### config.mk
export PLATFORM = sky130hd
export DESIGN_NAME = mem_arbiter
export DESIGN_NICKNAME = d
export VERILOG_FILES = /design/src/rtl/mem_arb_pkg.sv /design/src/rtl/mem_arbiter.sv
export SDC_FILE = /design/constraint.sdc
export NUM_CORES = 1
export LEC_CHECK = 0
export ABC_AREA = 1
export CORE_MARGIN = 3
export CORE_UTILIZATION = 34
export DETAILED_ROUTE_END_ITERATION = 6
export PLACE_DENSITY = 0.74
export SYNTH_ARGS = -nofsm -noshare
export SYNTH_HDL_FRONTEND = slang
export SYNTH_SLANG_ARGS = --single-unit
### constraint.sdc
create_clock -name clk -period 5 [get_ports clk]
set_clock_uncertainty 0.2 [all_clocks]
set_input_delay 1 -clock clk [delete_from_list [all_inputs] [get_ports clk]]
set_output_delay 1 -clock clk [all_outputs]
set_load 0.1 [all_outputs]
### src/rtl/mem_arb_pkg.sv
// ----------------------------------------------------------------------------
// mem_arb_pkg : shared FSM state and request-owner encodings for mem_arbiter
// Revision    : 1.0 - initial release
// ----------------------------------------------------------------------------
`default_nettype none

package mem_arb_pkg;

  typedef enum logic [1:0] {
    IDLE = 2'd0,
    MEM  = 2'd1,
    RESP = 2'd2
  } state_t;

  typedef enum logic {
    OWN_I = 1'b0,
    OWN_D = 1'b1
  } owner_t;

endpackage

`default_nettype wire

### src/rtl/mem_arbiter.sv
// ----------------------------------------------------------------------------
// mem_arbiter : two-port (fetch/data) arbiter onto a single memory port with
//               ack timeout. Define MEM_ARBITER_RR_EN for round-robin grants.
// Revision    : 1.0 - initial release
// ----------------------------------------------------------------------------
`default_nettype none

module mem_arbiter #(
  parameter int AW      = 32,
  parameter int DW      = 32,
  parameter int TIMEOUT = 255
) (
  input  logic          clk,
  input  logic          rst,
  // fetch port
  input  logic          i_i_req,
  input  logic [AW-1:0] i_i_addr,
  output logic          o_i_vd,
  output logic [DW-1:0] o_i_rdata,
  // data port
  input  logic          i_d_req,
  input  logic          i_d_we,
  input  logic [AW-1:0] i_d_addr,
  input  logic [DW-1:0] i_d_wdata,
  output logic          o_d_vd,
  output logic [DW-1:0] o_d_rdata,
  // memory port
  output logic          o_mem_re,
  output logic          o_mem_we,
  output logic [AW-1:0] o_mem_addr,
  output logic [DW-1:0] o_mem_wdata,
  input  logic [DW-1:0] i_mem_rdata,
  input  logic          i_mem_ack,
  // status
  output logic          o_busy,
  output logic          o_err
);

  import mem_arb_pkg::*;

  localparam int CW = $clog2(TIMEOUT + 1);

`ifdef MEM_ARBITER_RR_EN
  localparam bit c_RR_EN = 1'b1;
`elsif MEM_ARB_RR_EN
  localparam bit c_RR_EN = 1'b1;
`else
  localparam bit c_RR_EN = 1'b0;
`endif

  state_t        state;
  owner_t        owner;
  logic          we_lat;
  logic [CW-1:0] cnt;
  logic          any_req;
  logic          grant_d;
  logic          tmo_hit;

  assign any_req = i_i_req | i_d_req;
  assign o_busy  = (state != IDLE);
  // Counter would reach TIMEOUT at the end of this MEM cycle.
  assign tmo_hit = (cnt == CW'(TIMEOUT - 1));

  generate
    if (c_RR_EN) begin : g_rr
      owner_t rr_ptr;

      always_comb begin
        grant_d = i_d_req & (~i_i_req | (rr_ptr == OWN_D));
      end

      // Pointer always points away from the port granted last.
      always_ff @(posedge clk or posedge rst) begin
        if (rst) begin
          rr_ptr <= OWN_D;
        end else if (state == IDLE && any_req) begin
          rr_ptr <= grant_d ? OWN_I : OWN_D;
        end
      end
    end else begin : g_fixed
      always_comb begin
        grant_d = i_d_req;
      end
    end
  endgenerate

  always_ff @(posedge clk or posedge rst) begin
    if (rst) begin
      state       <= IDLE;
      owner       <= OWN_I;
      we_lat      <= 1'b0;
      cnt         <= '0;
      o_mem_re    <= 1'b0;
      o_mem_we    <= 1'b0;
      o_mem_addr  <= '0;
      o_mem_wdata <= '0;
      o_i_vd      <= 1'b0;
      o_d_vd      <= 1'b0;
      o_err       <= 1'b0;
      o_i_rdata   <= '0;
      o_d_rdata   <= '0;
    end else begin
      o_i_vd <= 1'b0;
      o_d_vd <= 1'b0;
      o_err  <= 1'b0;
      case (state)
        IDLE: begin
          if (any_req) begin
            state <= MEM;
            cnt   <= '0;
            if (grant_d) begin
              owner       <= OWN_D;
              we_lat      <= i_d_we;
              o_mem_addr  <= i_d_addr;
              o_mem_wdata <= i_d_wdata;
              o_mem_re    <= ~i_d_we;
              o_mem_we    <= i_d_we;
            end else begin
              owner       <= OWN_I;
              we_lat      <= 1'b0;
              o_mem_addr  <= i_i_addr;
              o_mem_wdata <= '0;
              o_mem_re    <= 1'b1;
              o_mem_we    <= 1'b0;
            end
          end
        end
        MEM: begin
          if (i_mem_ack || tmo_hit) begin
            state    <= RESP;
            o_mem_re <= 1'b0;
            o_mem_we <= 1'b0;
            o_err    <= ~i_mem_ack;
            o_i_vd   <= (owner == OWN_I);
            o_d_vd   <= (owner == OWN_D);
            if (i_mem_ack && !we_lat) begin
              if (owner == OWN_D) begin
                o_d_rdata <= i_mem_rdata;
              end else begin
                o_i_rdata <= i_mem_rdata;
              end
            end
          end
          if (!i_mem_ack) begin
            cnt <= cnt + 1'b1;
          end
        end
        RESP: begin
          state <= IDLE;
        end
        default: begin
          state <= IDLE;
        end
      endcase
    end
  end

endmodule

`default_nettype wire

# After elaboration in Yosys (flattened, before gate mapping)
# Index checks and enable logic that the tools add are counted.
# op_classes
order_cmp	0
div	0
bitwise_logic	4
add_sub_neg	1
eq_ne	5
multipliers	0
n_reduce_logical	12
n_shift	0
mux	22
# ops
operator	count
32-bit two-way mux	2
8-bit two-way mux	2
8-bit one-hot mux with 2 select lines	1
1-bit two-way mux	12
8-bit by 1-bit adder with 8-bit output, second input constant	1
8-bit equality test, second input constant	1
4-bit AND reduction	2
2-bit inequality test, second input constant	3
3-bit AND reduction	2
2-bit two-way mux	2
1-bit one-hot mux with 2 select lines	2
2-bit one-hot mux with 2 select lines	1
2-bit AND reduction	2
2-bit nonzero test	2
1-bit inverter	3
2-bit by 1-bit equality test with 1-bit output, second input constant	1
2-bit zero test	1
1-bit logical AND	1
1-bit zero test	1
1-bit logical OR	1
1-bit OR	1
# word_totals
ff_bits	145
ram_bits	0
word_cells	57
n_memories	0
in_bits	134
output_inout_bits	134
latch_bits	0
romBits	0

# Logic depth before layout (Yosys ltp)
# depth
depth_word	4
mapped_depth	9
mapped_depth_nobuf	9

# Worst setup path before layout
# No wires, ideal clock.
# synth_timing
path_kind	register to output
from	reg state[1]
to	out o_busy
path_stages_with_launch	3
slack_ps	2686
arrival_ps	1114
t_required_ps	3800
n_path_buf	0
path_cell_list	dfrtp_1 > inv_2 > nand2_1
# synth_between
elab_chain_cells	1
# synth_rtl
element	line	rtl
start, declared	mem_arbiter.sv:51	state_t state;
start signal, assigned	mem_arbiter.sv:89	state <= IDLE;
start signal, assigned	mem_arbiter.sv:109	state <= MEM;
start signal, assigned	mem_arbiter.sv:130	state <= RESP;
2-bit nonzero test	mem_arbiter.sv:60	assign o_busy = (state != IDLE);
end, declared	mem_arbiter.sv:35	output logic o_busy,
# No other way between the ends.

# Final worst setup path
# Ends and elaborated chain as after synthesis.

==> run_results.csv <==
group,metric,value,unit
outcome,status,"complete, no violations",
clock_network,insertion_delay,0.41,ns
floorplan,dieArea,0.01893,mm^2
routing,dr.max_layer_used,"met4",
place,gp_congestion,0.7919,
grt,grt_max_degree,146,
yosys,synth_mux_area_share,0,%
critical_path,slowest_delay,1.15,ns
routing,ant_nets,0,
critical_path,path_buf_inv,2,
timing,slew_headroom,20.96,%
place,portBuffers,267,
finish,mostFrequentLayoutCell,"clkdlybuf4s50_1",
yosys,synth_top_family_by_area,"simple AND/OR/NAND/NOR gates",
finish,fin_nets,1050,
critical_path,crit_fanout,4,
routing,drt_iter0_markers,221,
grt,grt_pass1_wl,26230,um
finish,design_area,0.009316,mm^2
yosys,synth_fa_ha_area_share,0.4251,%
routing,vias_per_cell,4.575,
critical_path,crit_cells,3,
critical_path,critPathLaunchType,"register",
clock_network,ctsResizeCount,0,
grt,antenna_found_initial,1,
finish,syn_to_final_growth,58.26,%
clock_network,clkTransAtPathRegs,0.07,ns
finish,drive_gt1_share,5.609,%
critical_path,crit_path_top_delay_cell,"clkdlybuf4s50_1",
critical_path,required,3.80,ns
finish,final_cell_mix,"clkdlybuf4s50_1 (266), nand2_1 (233), dfrtp_1 (145)",
timing,tightest_slew,1.181,ns
critical_path,rr_endpoint,"o_mem_addr[6]",
yosys,syn_avg_cell_area,8.879,um^2
critical_path,r2r_setup_slack,2.15,ns
grt,grtUsageTotal,17.73,%
grt,grt-ovfl-total,0,
timing,rsz0062_at_grt,"false",
clock_network,postCtsHoldBufs,0,
grt,grt_pass1_vias,5155,
yosys,yosys.area_share.simple,22.36,%
timing,period_minus_slack,3.362,ns
timing,max_freq,297.4,MHz
yosys,synth-seq-cells,145,
routing,drc,0,
job,max_cap_viol_count,0,
yosys,synth_cell_types,21,
critical_path,worstPathArrival,2.16,ns
floorplan,die_y,137.6,um
floorplan,fp.dieW,137.6,um
clock_network,cts_tree,"yes",
clock_network,h-tree-depth,4,
routing,num_vias,5252,
timing,fin_ws,1.638,ns
timing,drv_slew,0,
critical_path,path_cells,"inv_2, nand2_1, clkdlybuf4s50_1",
timing,hold_viol,0,
clock_network,clock_sinks,145,
critical_path,critPathCapture,"o_busy",
routing,firstDrtPassIters,4,
timing,tns,0,ns
yosys,yosysSeqAreaShare,61.64,%
worst_hold_path,hold_path_class,"reg -> reg",
critical_path,crit_type,"reg -> out",
routing,wl_per_cell,14.41,um
routing,drt-met1-wl,6683,um
routing,route.met3.wl,1597,um
yosys,synth_xor_area_share,0,%
critical_path,critPathTopFamily,"buffers and inverters",
critical_path,worst_r2r_path_depth,5,
routing,routed-wl-met2,7896,um
floorplan,rows,47,
critical_path,crit_start,"state[1]",
place,dp_hpwl,11590,um
floorplan,core,0.01676,mm^2
yosys,synth_area,0.005887,mm^2
clock_network,cts_root_buffer,"clkbuf_16",
routing,finalWirelength,16540,um
yosys,postSynthCellCount,663,
clock_network,cts_setup_buffers,0,
critical_path,end_kind,"output port",
yosys,syn_nets,799,
clock_network,cts_made_buffers,17,
timing,setup_viol,0,
floorplan,initial_core_util,35.13,%
floorplan,io_pins,268,
yosys,ys_warn_count,0,
place,dp_slack,1.733,ns
timing,period_share,67.24,%
yosys,synth_compound_area_share,9.586,%
clock_network,clockBufferDepth,2,
critical_path,reg2reg_from,"state[1]",
place,dpl-instance-area,0.008696,mm^2
[cells by family (layout without fill, tap and decap cells)]
family,Yosys count,count (layout)
buffers and inverters,84,348
and+or+nand+nor,328,328
AOI/OAI and AO/OA,104,104
other,0,1
DFF,145,145
adders and majority gates,2,2
[Yosys cell counts, drive strengths merged]
master  instances  share of area [%]
a21oi           2               0.17
a31oi          32                3.4
buf            24                2.2
clkbuf         14               0.89
dfrtp         145                 62
ha              2               0.43
inv            46                2.9
nand2         236                 15
nand3          41                3.5
nand4           3               0.32
nor2           46                3.1
nor3            1               0.17
o21ai          70                6.0
or2             1               0.11
[metal layers]
layer / global-route usage, % / vias to the layer above
met3: 7.195 / 23
met2: 28.82 / 198
met4: 6.042 / 0
li1: - / 2627
met5: 0 / -
met1: 21.36 / 2404
[registers in the layout (all words and copies together), names as in the netlist]
name / cells
o_err: 1
o_mem_addr: 32
o_mem_we: 1
we_lat: 1
o_mem_wdata: 32
o_i_vd: 1
cnt: 8
o_i_rdata: 32
o_d_rdata: 32
o_mem_re: 1
owner: 1
state: 2
o_d_vd: 1
[worst min path at each step]
stage | startpoint | cells after the start | end
floorplan | we_lat | 2 | we_lat
global placement | o_mem_wdata[8] | 2 | o_mem_wdata[8]
detailed placement | o_mem_re | 2 | o_mem_re
CTS | o_mem_wdata[31] | 2 | o_mem_wdata[31]
global route | o_mem_wdata[20] | 2 | o_mem_wdata[20]
finish | o_mem_wdata[8] | 2 | o_mem_wdata[8]
[cell type report]
class | count | area (um^2)
clock buffers | 17 | 425.4
repair buffers | 270 | 2703
diodes | 1 | 2.502
inverters | 46 | 176.4
clock inverters | 15 | 192.7
flip-flops and latches | 145 | 3628
multi-input cells | 434 | 1913
fillers | 1531 | 7443
well taps | 220 | 275.3
[worst register-to-register path: stages, from the launching register on]
cell,delay (ns)
dfrtp_1,0.46
nor2_4,0.66
o21ai_4,0.09
buf_4,0.29
inv_2,0.77
a31oi_1,0.21
[metrics by stage]
step | cells | util, % | hold slack (ns)
finish | 1148 | 55.59 | 0.2665
global route | 1147 | 55.57 | 0.2941
CTS | 1147 | 55.57 | 0.2741
detailed placement | 1115 | 51.89 | 0.2576
global placement | 1115 | 51.89 | 0.2524
floorplan | 663 | - | 0.2625
Power is left out: the tool's default activity adds up to more than one toggle a clock period on the data nets, which glitch-free logic cannot reach.
